File: config.mk
export PLATFORM = sky130hd
export DESIGN_NAME = fp32_operand_serializer
export DESIGN_NICKNAME = d
export VERILOG_FILES = /design/src/rtl/fp32_operand_serializer.sv
export SDC_FILE = /design/constraint.sdc
export NUM_CORES = 1
export LEC_CHECK = 0
export BUFFER_PORTS_ARGS = -buffer_cell sky130_fd_sc_hd__buf_2
export CAP_MARGIN = 20
export CORE_ASPECT_RATIO = 0.8
export CORE_MARGIN = 4
export CORE_UTILIZATION = 29
export CTS_CLUSTER_SIZE = 12
export DETAILED_ROUTE_END_ITERATION = 12
export SLEW_MARGIN = 20
export SYNTH_ARGS = -nofsm -noshare
export SYNTH_HDL_FRONTEND = slang
export SYNTH_SLANG_ARGS = --single-unit
File: constraint.sdc
create_clock -name clk -period 4.4 [get_ports clk]
set_clock_uncertainty 0.15 [all_clocks]
set_input_delay 1.32 -clock clk [delete_from_list [all_inputs] [get_ports clk]]
set_output_delay 1.32 -clock clk [all_outputs]
set_load 0.02 [all_outputs]
File: src/rtl/fp32_operand_serializer.sv
// Purpose: accepts an FP32 operand pair, pulses go, then streams A then B MSB-first onto inpab for a serial adder.
// Latency: accept edge -> go high next cycle; first bit consumable the cycle after go; 64 strobed bits then wait for done.
// Backpressure: in_ready only in IDLE; shift=0 stalls the stream indefinitely; next pair held off until adder_done.
module fp32_operand_serializer #(
    parameter int WIDTH = 32,
    parameter int CNT_W = 6
) (
    input  logic             clk,
    input  logic             reset,
    input  logic             in_valid,
    output logic             in_ready,
    input  logic [WIDTH-1:0] op_a,
    input  logic [WIDTH-1:0] op_b,
    input  logic             shift,
    input  logic             adder_done,
    output logic             go,
    output logic             inpab,
    output logic             busy,
    output logic             err
);

    localparam int FRAME = 2 * WIDTH;
    localparam logic [CNT_W-1:0] LAST_BIT = CNT_W'(FRAME - 1);

    typedef enum logic [1:0] {
        ST_IDLE      = 2'd0,
        ST_GO        = 2'd1,
        ST_SEND      = 2'd2,
        ST_WAIT_DONE = 2'd3
    } state_t;

    state_t           state, state_nxt;
    logic [FRAME-1:0] shreg, shreg_nxt;
    logic [CNT_W-1:0] count, count_nxt;
    logic             err_q, err_nxt;
    logic             go_q, inpab_q;
    logic             go_nxt, inpab_nxt;

    // The accept handshake is only offered from IDLE and never while reset is held.
    assign in_ready = (state == ST_IDLE) && reset;
    assign busy     = (state != ST_IDLE);
    assign go       = go_q;
    assign inpab    = inpab_q;
    assign err      = err_q;

    // Next-state logic: frame sequencing, bit shifting and protocol-error detection.
    always_comb begin
        state_nxt = state;
        shreg_nxt = shreg;
        count_nxt = count;
        err_nxt   = err_q;
        case (state)
            ST_IDLE: begin
                // shift and adder_done are don't-cares here and never flag an error.
                if (in_valid && in_ready) begin
                    shreg_nxt = {op_a, op_b};
                    count_nxt = '0;
                    err_nxt   = 1'b0;
                    state_nxt = ST_GO;
                end
            end
            ST_GO: begin
                if (adder_done) begin
                    err_nxt   = 1'b1;
                    state_nxt = ST_IDLE;
                end else begin
                    // The adder cannot consume a bit while it is being started.
                    if (shift) begin
                        err_nxt = 1'b1;
                    end
                    state_nxt = ST_SEND;
                end
            end
            ST_SEND: begin
                if (adder_done) begin
                    err_nxt   = 1'b1;
                    state_nxt = ST_IDLE;
                end else if (shift) begin
                    shreg_nxt = shreg << 1;
                    // Exit is decided on the pre-increment count so the counter never wraps.
                    if (count == LAST_BIT) begin
                        state_nxt = ST_WAIT_DONE;
                    end else begin
                        count_nxt = count + 1'b1;
                    end
                end
            end
            ST_WAIT_DONE: begin
                if (shift) begin
                    err_nxt = 1'b1;
                end
                if (adder_done) begin
                    state_nxt = ST_IDLE;
                end
            end
            default: begin
                state_nxt = ST_IDLE;
            end
        endcase
    end

    // Outputs are precomputed from next state so go and inpab come straight from flops.
    always_comb begin
        go_nxt    = (state_nxt == ST_GO);
        inpab_nxt = 1'b0;
        if ((state_nxt == ST_GO) || (state_nxt == ST_SEND)) begin
            inpab_nxt = shreg_nxt[FRAME-1];
        end
    end

    // State and output registers; reset drops everything immediately, abandoning any partial frame.
    always_ff @(posedge clk or negedge reset) begin
        if (!reset) begin
            state   <= ST_IDLE;
            shreg   <= '0;
            count   <= '0;
            err_q   <= 1'b0;
            go_q    <= 1'b0;
            inpab_q <= 1'b0;
        end else begin
            state   <= state_nxt;
            shreg   <= shreg_nxt;
            count   <= count_nxt;
            err_q   <= err_nxt;
            go_q    <= go_nxt;
            inpab_q <= inpab_nxt;
        end
    end

endmodule
==> flow_results.org, run 1 <==
** Run status
- The run finished with clean final reports.

** Yosys
- Average footprint of a synthesized cell :: 9.88 um^2
- Sequential elements use between 50% and 60% of the synthesized area.
- Main flop type after synthesis :: dfrtp_1
- Post-synthesis instance area :: around 3400 um^2
- The number of different library cells used by synthesis comes to 30.
- Synthesized-area fraction occupied by xor and xnor cells :: 0%
- Summing the areas of all compound-gate instances in the mapped netlist gives between 10% and 20% of the synthesized area.
- Number of flops mapped to enable cells by yosys :: 0
- Mux cell area share after synthesis :: less than 1%
- Post-Synthesis Net Count :: slightly above 400
- The cell count after synthesis came out at 341.
- Yosys printed 0 warnings.
- Adder and majority cell fraction of the synthesized area :: 0.743%
- The synthesized netlist devotes a little over a fifth of its cell area to simple gates.
- By area, the combinational part of the netlist is dominated by simple AND/OR/NAND/NOR gates.
- In the synthesized netlist the async set-or-reset flop fraction comes to 100%.
- In this run, synthesis produced a sequential element count of between 70 and 80.

** Route
- Number of DRC markers in iteration 0 :: 214
- Routed Antenna Nets :: 0
- DR vias :: 2,853
- Pre-antenna DRT Iters :: 4
- After detailed routing, the average wire length per cell comes to 15.6 um.
- After detailed routing, the total wire length is 8580 um.
- After detailed routing, the number of vias per cell comes to roughly 5.2.
- # DRC :: 0

** Die
- Top-level I/O count :: 74
- The die covers 13,400 um^2.
- The initialized floorplan defines 34 standard-cell rows.
- Area of the core :: 11,100 um^2
- Floorplan die height :: 104 um
- For this configuration, the core starts out at a cell density of 30.3%.
- Die Span X :: 129 um

** STA
- Setup repair after global routing missed its margin :: false
- Hold Slack :: 0.335 ns
- In the post-route analysis, the smallest setup slack over all paths is 0.998 ns.
- Ratio of final minimum period to clock period :: 77.3%
- Tightest Pin Transition :: 0.713 ns
- Peak clock frequency supported by timing :: 294 MHz
- Shortest period the worst path allows :: around 3.4 ns
- Setup-failing EPs final :: 0
- The final number of hold-violating endpoints was 0.
- Number of max-slew violations in the final report :: 0
- Setup TNS :: 0 ns
- Tightest slew margin relative to the limit :: 52.5%

** Critical path
- Type of destination of the critical path :: output pin
- In this run the worst path has a maximum fanout of 22.
- Largest incremental delay on the critical path :: approximately 0.28 ns
- The critical path goes through buf_4 -> and2_1 -> buf_2.
- The worst setup path is of the input pin to output pin kind.
- The number of cells on the worst reg-to-reg path is 4.
- Cell class contributing the biggest share of worst-path delay :: buffers and inverters
- Together, buffers and inverters on the worst path number 2.
- Critical path depth in cells :: 3
- At the worst endpoint, the required time is 2.93 ns.
- Arrival time at the worst endpoint :: 1.93 ns
- STA classifies the critical path startpoint as an input pin.
- Critical Path Slowest Stage Cell :: buf_4

** Clocking
- Post-CTS Setup Repair Bufs :: 0
- The tree built by TritonCTS fans out to 75 sinks.
- In this run, post-CTS repair resized a total of 0 instances.
- The later pin in the worst-skew pair is clocked with a latency of 0.33 ns.
- The root buffer cell chosen for the clock tree is clkbuf_16.
- Number of H-tree branching levels :: 3
- Clock buffers created by TritonCTS :: 9
- TritonCTS built the clock tree.
- Post-CTS clock slew at the launch and capture registers of the worst setup and hold paths :: roughly 0.06 ns
- For this design, the CTS-stage hold fixing added 0 buffers.
- Clock Tree Buf Depth :: 2

** Placed design
- OpenSTA, run right after detailed placement, puts the worst setup slack at 0.975 ns.
- Detailed Place HPWL :: 5610 um
- RePlAce Congestion :: 0.761
- Buffers placed on the I/O ports in this run total 73.
- Placed Cells :: 535
- Standard cell area after detailed placement :: 3860 um^2

** Final layout
- Final-layout fill cell count :: 1,098
- Post-Route Utilization :: around two fifths
- Design area :: 4230 um^2
- The repair_antennas step left the layout with diodes totalling 0.
- FF/Latch Area :: approximately 1900 um^2
- In the final layout, the share of cells above drive strength 1 is 25.1%.
- Net count of the finished layout :: 473
- Layout area overhead :: 25.7%
- The finished layout holds 551 standard cells, fillers aside.
- The multi-input combinational cells in the finished layout cover a total of approximately 1400 um^2.

** Power
- Overall power after layout :: 2.11 mW
- Leak pwr :: 2.11 nW
- Maximum VDD drop :: 0.209 mV
- Power spread over the standard cell area amounts to 499 nW/um^2.

** GRT
- Tot GR Track Use :: 13.1%
- For this run, global-route usage on met3 was measured as under 10%.
- Number of antenna violations at the first check in global routing :: 0
- Peak-usage layer in the global routing report :: met1
- Global Route met2 Usage :: a little under a fifth
- Vias in the first global route :: 2,868
- The total overflow left after global routing is 0.
- Met1 Track Usage GR :: about 19%
- Maximum number of pins on one net before global-route repair :: 58
- Wire length of the first global-routing pass :: about 14,000 um

** Run
- Max capacitance violation total :: 0

** Worst hold path
- The worst hold path was traced through 2 stages.
- Worst hold-check path type :: flop to flop
[where the power goes]
| group | switching [mW] | internal, mW |
|---|---|---|
| logic | 0.155 | 0.120 |
| clock network | 0.294 | 0.617 |
| registers | 0.0879 | 0.838 |
| total | 0.536 | 1.57 |
[state kept, by name, indices dropped and copies added, names as in the netlist]
| name | flops |
|---|---|
| count | 6 |
| go | 1 |
| err | 1 |
| shreg | 64 |
| inpab | 1 |
| state | 2 |
[kinds of logic after synthesis]
family          Yosys count
buf+inv                  35
flops                    75
fa+ha+maj                 2
compound gates           77
simple gates            150
mux                       2
[cells in the final DEF (no fill, tap or decap), types with 2 or more instances in the layout]
master	Yosys	final
buf_4	2	8
nand3_1	66	66
clkbuf_16	0	9
clkinv_4	0	2
dfrtp_1	75	75
ha_1	2	2
nor2b_1	2	2
o21ai_0	3	3
a22oi_1	63	63
nor2_1	2	2
buf_2	18	72
bufinv_16	0	4
nand4bb_4	0	2
and3_1	2	2
nor3_1	2	2
a21oi_1	5	5
mux2i_1	2	2
inv_1	5	5
nand2_1	69	69
[cells in the mapped netlist (all sizes together), types with 2 or more instances]
master   count  area [um^2]
nor2b        2         12.5
a22oi       63          473
nand3       66          330
inv          5         18.8
a21oi        5         25.0
dfrtp       75         1880
clkbuf       7         26.3
o21ai        3         15.0
mux2i        2         20.0
nor3         2         10.0
buf         23          131
nand2       69          259
nand4bb      2         22.5
nor2         2         7.51
and3         2         12.5
ha           2         25.0
[worst min-delay path: stages, from the launching register on]
cell and delay (ns):
dfrtp_1 0.34, a22oi_1 0.06, nand2_1 0.05
[final cells by class]
cell class | count | area share (%)
Multi-Input combinational cell | 231 | 32.2
Inverter | 5 | 0.443
Clock inverter | 7 | 3.52
Timing Repair Buffer | 80 | 9.93
Clock buffer | 9 | 5.32
Tap cell | 144 | 4.26
Sequential cell | 75 | 44.3
[path summary, 6_finish.rpt]
kind / slack [ns] / endpoint / start
setup / recovery: 1.0 / in_ready / reset
hold / removal: 0.34 / shreg[8]$_DFFE_PN0P_ / shreg[7]$_DFFE_PN0P_
setup reg to reg: 2.32 / shreg[33]$_DFFE_PN0P_ / state[1]$_DFF_PN0_
hold reg to reg: 0.34 / shreg[8]$_DFFE_PN0P_ / shreg[7]$_DFFE_PN0P_
max in group asynchronous: 2.36 / shreg[39]$_DFFE_PN0P_ / reset
min in group asynchronous: 0.74 / count[4]$_DFFE_PN0P_ / reset
[layer usage]
metal  part of all wire [%]  vias up  wire length [um]
met4                   0.97        0                83
met1                     49     1390              4170
met5                      0        -                 0
li1                       -     1363                 -
met3                    5.8       10               501
met2                     45       90              3820
Power figures use the tool's default switching activity.
==> run 2: changes to the inputs <==
==> constraint.sdc (replaced) <==
create_clock -name clk -period 3.5 [get_ports clk]
set_clock_uncertainty 0.15 [all_clocks]
set_input_delay 1.05 -clock clk [delete_from_list [all_inputs] [get_ports clk]]
set_output_delay 1.05 -clock clk [all_outputs]
set_load 0.02 [all_outputs]
==> run 2 against run 1 <==
Net effect:
- utilization fell by 0.60 points
- via count hardly changed
- design area fell by 1.6%
- clock-buffer cell count increased by 4
- combinational power grew 28%
- first-iteration DRC count shrank 11%
- total power grew 12%
- setup slack lost 0.29 ns
- clock power fell by 5.0%
- non-clock buffer count rose by 2
- critical endpoint unchanged
==> flow_results.org, run 2 (synthesis gave the netlist of run 1 again) <==
** Clocking
- Clock Latency Late Sink :: 0.33 ns (about the same)
- The TritonCTS clock tree is done (unchanged).
- The clock tree root buffer cell was clkbuf_16 (unchanged).
- The H-tree depth is 3 (unchanged).
- The post-CTS resize count is 0 (unchanged).
- Clock Tree Buf Depth :: 2 (unchanged)
- The clock sink total is 75 (unchanged).
- Post-CTS Setup Repair Bufs :: 0 (unchanged)
- Post-CTS Hold Fix Bufs :: 0 (unchanged)
- Clock buffers created by TritonCTS :: 9 (unchanged)
- The clock-pin slew on the worst setup and hold paths is 0.06 ns (about the same).

** Final layout
- Design area :: 4170 um^2 (was 4230 um^2)
- The number of antenna cells inserted is 0 (unchanged).
- Flip-flop count of the largest register, all copies and words added :: 64 (unchanged)
- Highest-count cells in the layout ignoring fill and taps :: dfrtp_1 (75), buf_2 (72), nand2_1 (69) (unchanged)
- Largest registers in the final layout: shreg: 64 flops, count: 6 flops, state: 2 flops (unchanged).
- Final-layout fill cell count :: 1,102 (was 1,098)
- The number of standard cells in the layout, taps in and fillers out was 552 (was 551).
- The number of nets at the end of the flow is 475 (was 473).
- Layout area overhead :: 23.7% (was 25.7%)
- The final standard cell utilization of the core came to 37.5% (was 38.1%).
- Fraction of layout instances using a drive strength above 1 :: 25.0% (was 25.1%)
- The register containing the most flip-flops in the final layout is shreg (unchanged).
- Most common library cell in the layout ignoring fill and taps :: dfrtp_1 (unchanged)

** Route
- Wire length after detailed routing :: 8460 um (was 8580 um)
- Routed Antenna Nets :: 0 (unchanged)
- The first-pass detailed-route iteration total was 4 (unchanged).
- # DRC :: 0 (unchanged)
- DR vias :: 2,855 (was 2,853)
- Number of DRC markers in iteration 0 :: 190 (was 214)
- Mean number of vias per cell :: 5.17 (was 5.18)
- Routed len/inst :: 15.3 um (was 15.6 um)

** Critical path
- Worst setup path start :: reset (unchanged)
- The critical path data required time is 2.30 ns (was 2.93 ns).
- The kind of launch point of the worst setup path is an input pin (unchanged).
- Largest incremental delay on the critical path :: 0.23 ns (was 0.28 ns)
- The worst flop-to-flop path startpoint was state[0]$_DFF_PN0_ (was state[1]$_DFF_PN0_).
- The category of cells accounting for the largest share of critical-path delay was buffers and inverters (unchanged).
- Cell-by-cell trace of the critical path :: buf_4 -> and2_1 -> buf_2 (unchanged)
- Count of buffering cells on the critical path with inverters included :: 2 (unchanged)
- Critical Path Slowest Stage Cell :: buf_4 (unchanged)
- Worst-path maximum fanout :: 18 (was 22)
- The type of the worst setup path was input pin to output pin (unchanged).
- The signal arrival time at the worst endpoint is 1.59 ns (was 1.93 ns).
- Type of destination of the critical path :: output pin (unchanged)

** GRT
- Vias in the first global route :: 2,840 (was 2,868)
- The initial antenna violation count came to 0 (unchanged).
- The maximum number of pins on one net before global-route repair is 62 (was 58).
- The total overflow reported by the global router was 0 (unchanged).
- The wire length of the first global-routing pass was 14,100 um (was 14,300 um).
- The overall routing resource usage came to 13.1% (about the same).

** Placed design
- Worst setup slack after placement :: 0.675 ns (was 0.975 ns)
- The placed wire-length estimate is 5470 um (was 5610 um).
- The number of port buffers is 73 (unchanged).
- The count of placed standard cells including taps came to 537 (was 535).
- Standard cell area after detailed placement :: 3890 um^2 (was 3860 um^2)
- The weighted congestion reported at the end of routability-driven placement came to 0.761 (about the same).

** Die
- The area of the core region came to 11,100 um^2 (unchanged).
- Floorplan die height :: 104 um (unchanged)
- The number of cell rows is 34 (unchanged).
- Die Span X :: 129 um (unchanged)
- The top-level I/O count is 74 (unchanged).
- The full die area was 13,400 um^2 (unchanged).
- Initial Util :: 30.3% (unchanged)

** Run status
- Outcome: finished clean (unchanged).

** STA
- The worst hold margin was 0.337 ns (was 0.335 ns).
- Tightest Pin Transition :: 0.783 ns (was 0.713 ns)
- The final number of hold-violating endpoints is 0 (unchanged).
- The headroom to the max-slew limit is 47.8% (was 52.5%).
- Setup repair after global routing missed its margin :: false (unchanged)
- The worst path setup slack after routing is 0.706 ns (was 0.998 ns).
- The total setup violations reported at the end of the flow is 0 (unchanged).
- Ratio of final minimum period to clock period :: 79.8%
- The count of pins over their slew limit was 0 (unchanged).
- Setup TNS :: 0 ns (unchanged)
- For the finished layout, the period the worst path requires is roughly 2.8 ns.
- Derived from the worst setup path, the maximum achievable clock frequency is 358 MHz.

** Worst hold path
- Worst hold-check path type :: flop to flop (unchanged)
- Startpoint of the worst hold path :: shreg[39]$_DFFE_PN0P_ (was shreg[7]$_DFFE_PN0P_)

** Run
- Max capacitance violation total :: 0 (unchanged)

** Power
- The overall power of the completed layout came to 2.37 mW (was 2.11 mW).
- The highest ir drop seen on vdd was 0.207 mV (was 0.209 mV).
- The leakage power total is 2.09 nW (was 2.11 nW).
- The power density relative to cell area came to 569 nW/um^2 (was 499 nW/um^2).
[run 2: cell count changes in the layout (fill, tap and decap cells not counted), moves of 2 or more]
| cell | delta |
|---|---|
| bufinv_16 | -4 |
| clkbuf_8 | +3 |
| clkinv_2 | +2 |
| clkinv_4 | -2 |
[run 2: final cells by class]
cell class	count	area [um^2]	share of cell area (%)
Sequential cell	75	1880	45.0
Multi-Input combinational cell	231	1360	32.7
Timing Repair Buffer	82	448	10.7
Clock buffer	13	270	6.48
Tap cell	144	180	4.32
Inverter	5	18.8	0.450
Clock inverter	2	10.0	0.240
[run 2: path summary, 6_finish.rpt]
path                                    endpoint  slack (ns)  depth (start not counted)
setup / recovery                        in_ready        0.71                          3
hold / removal             shreg[40]$_DFFE_PN0P_        0.34                          2
setup reg to reg           shreg[21]$_DFFE_PN0P_        1.57                          4
hold reg to reg            shreg[40]$_DFFE_PN0P_        0.34                          2
max in group asynchronous  shreg[39]$_DFFE_PN0P_        1.72                          2
min in group asynchronous        err$_DFFE_PN0P_        0.44                          1
[run 2: power by group]
part           internal (mW)  total (mW)  switching, mW
Combinational          0.154       0.350          0.196
Clock                  0.532       0.865          0.333
Sequential              1.05        1.16          0.105
Total                   1.74        2.37          0.634
[run 2: worst min-delay path, stage by stage (launching register included)]
cell and delay, ns:
dfrtp_1 0.34, a22oi_1 0.07, nand2_1 0.05
[run 2: per-layer routing]
| layer | up-vias | share of wire, % | track usage (%) |
|---|---|---|---|
| li1 | 1362 | - | - |
| met1 | 1383 | 46 | 18.2 |
| met2 | 95 | 46 | 18.7 |
| met3 | 15 | 7.0 | 4.52 |
| met4 | 0 | 1.3 | 4.57 |
| met5 | - | 0 | 0 |
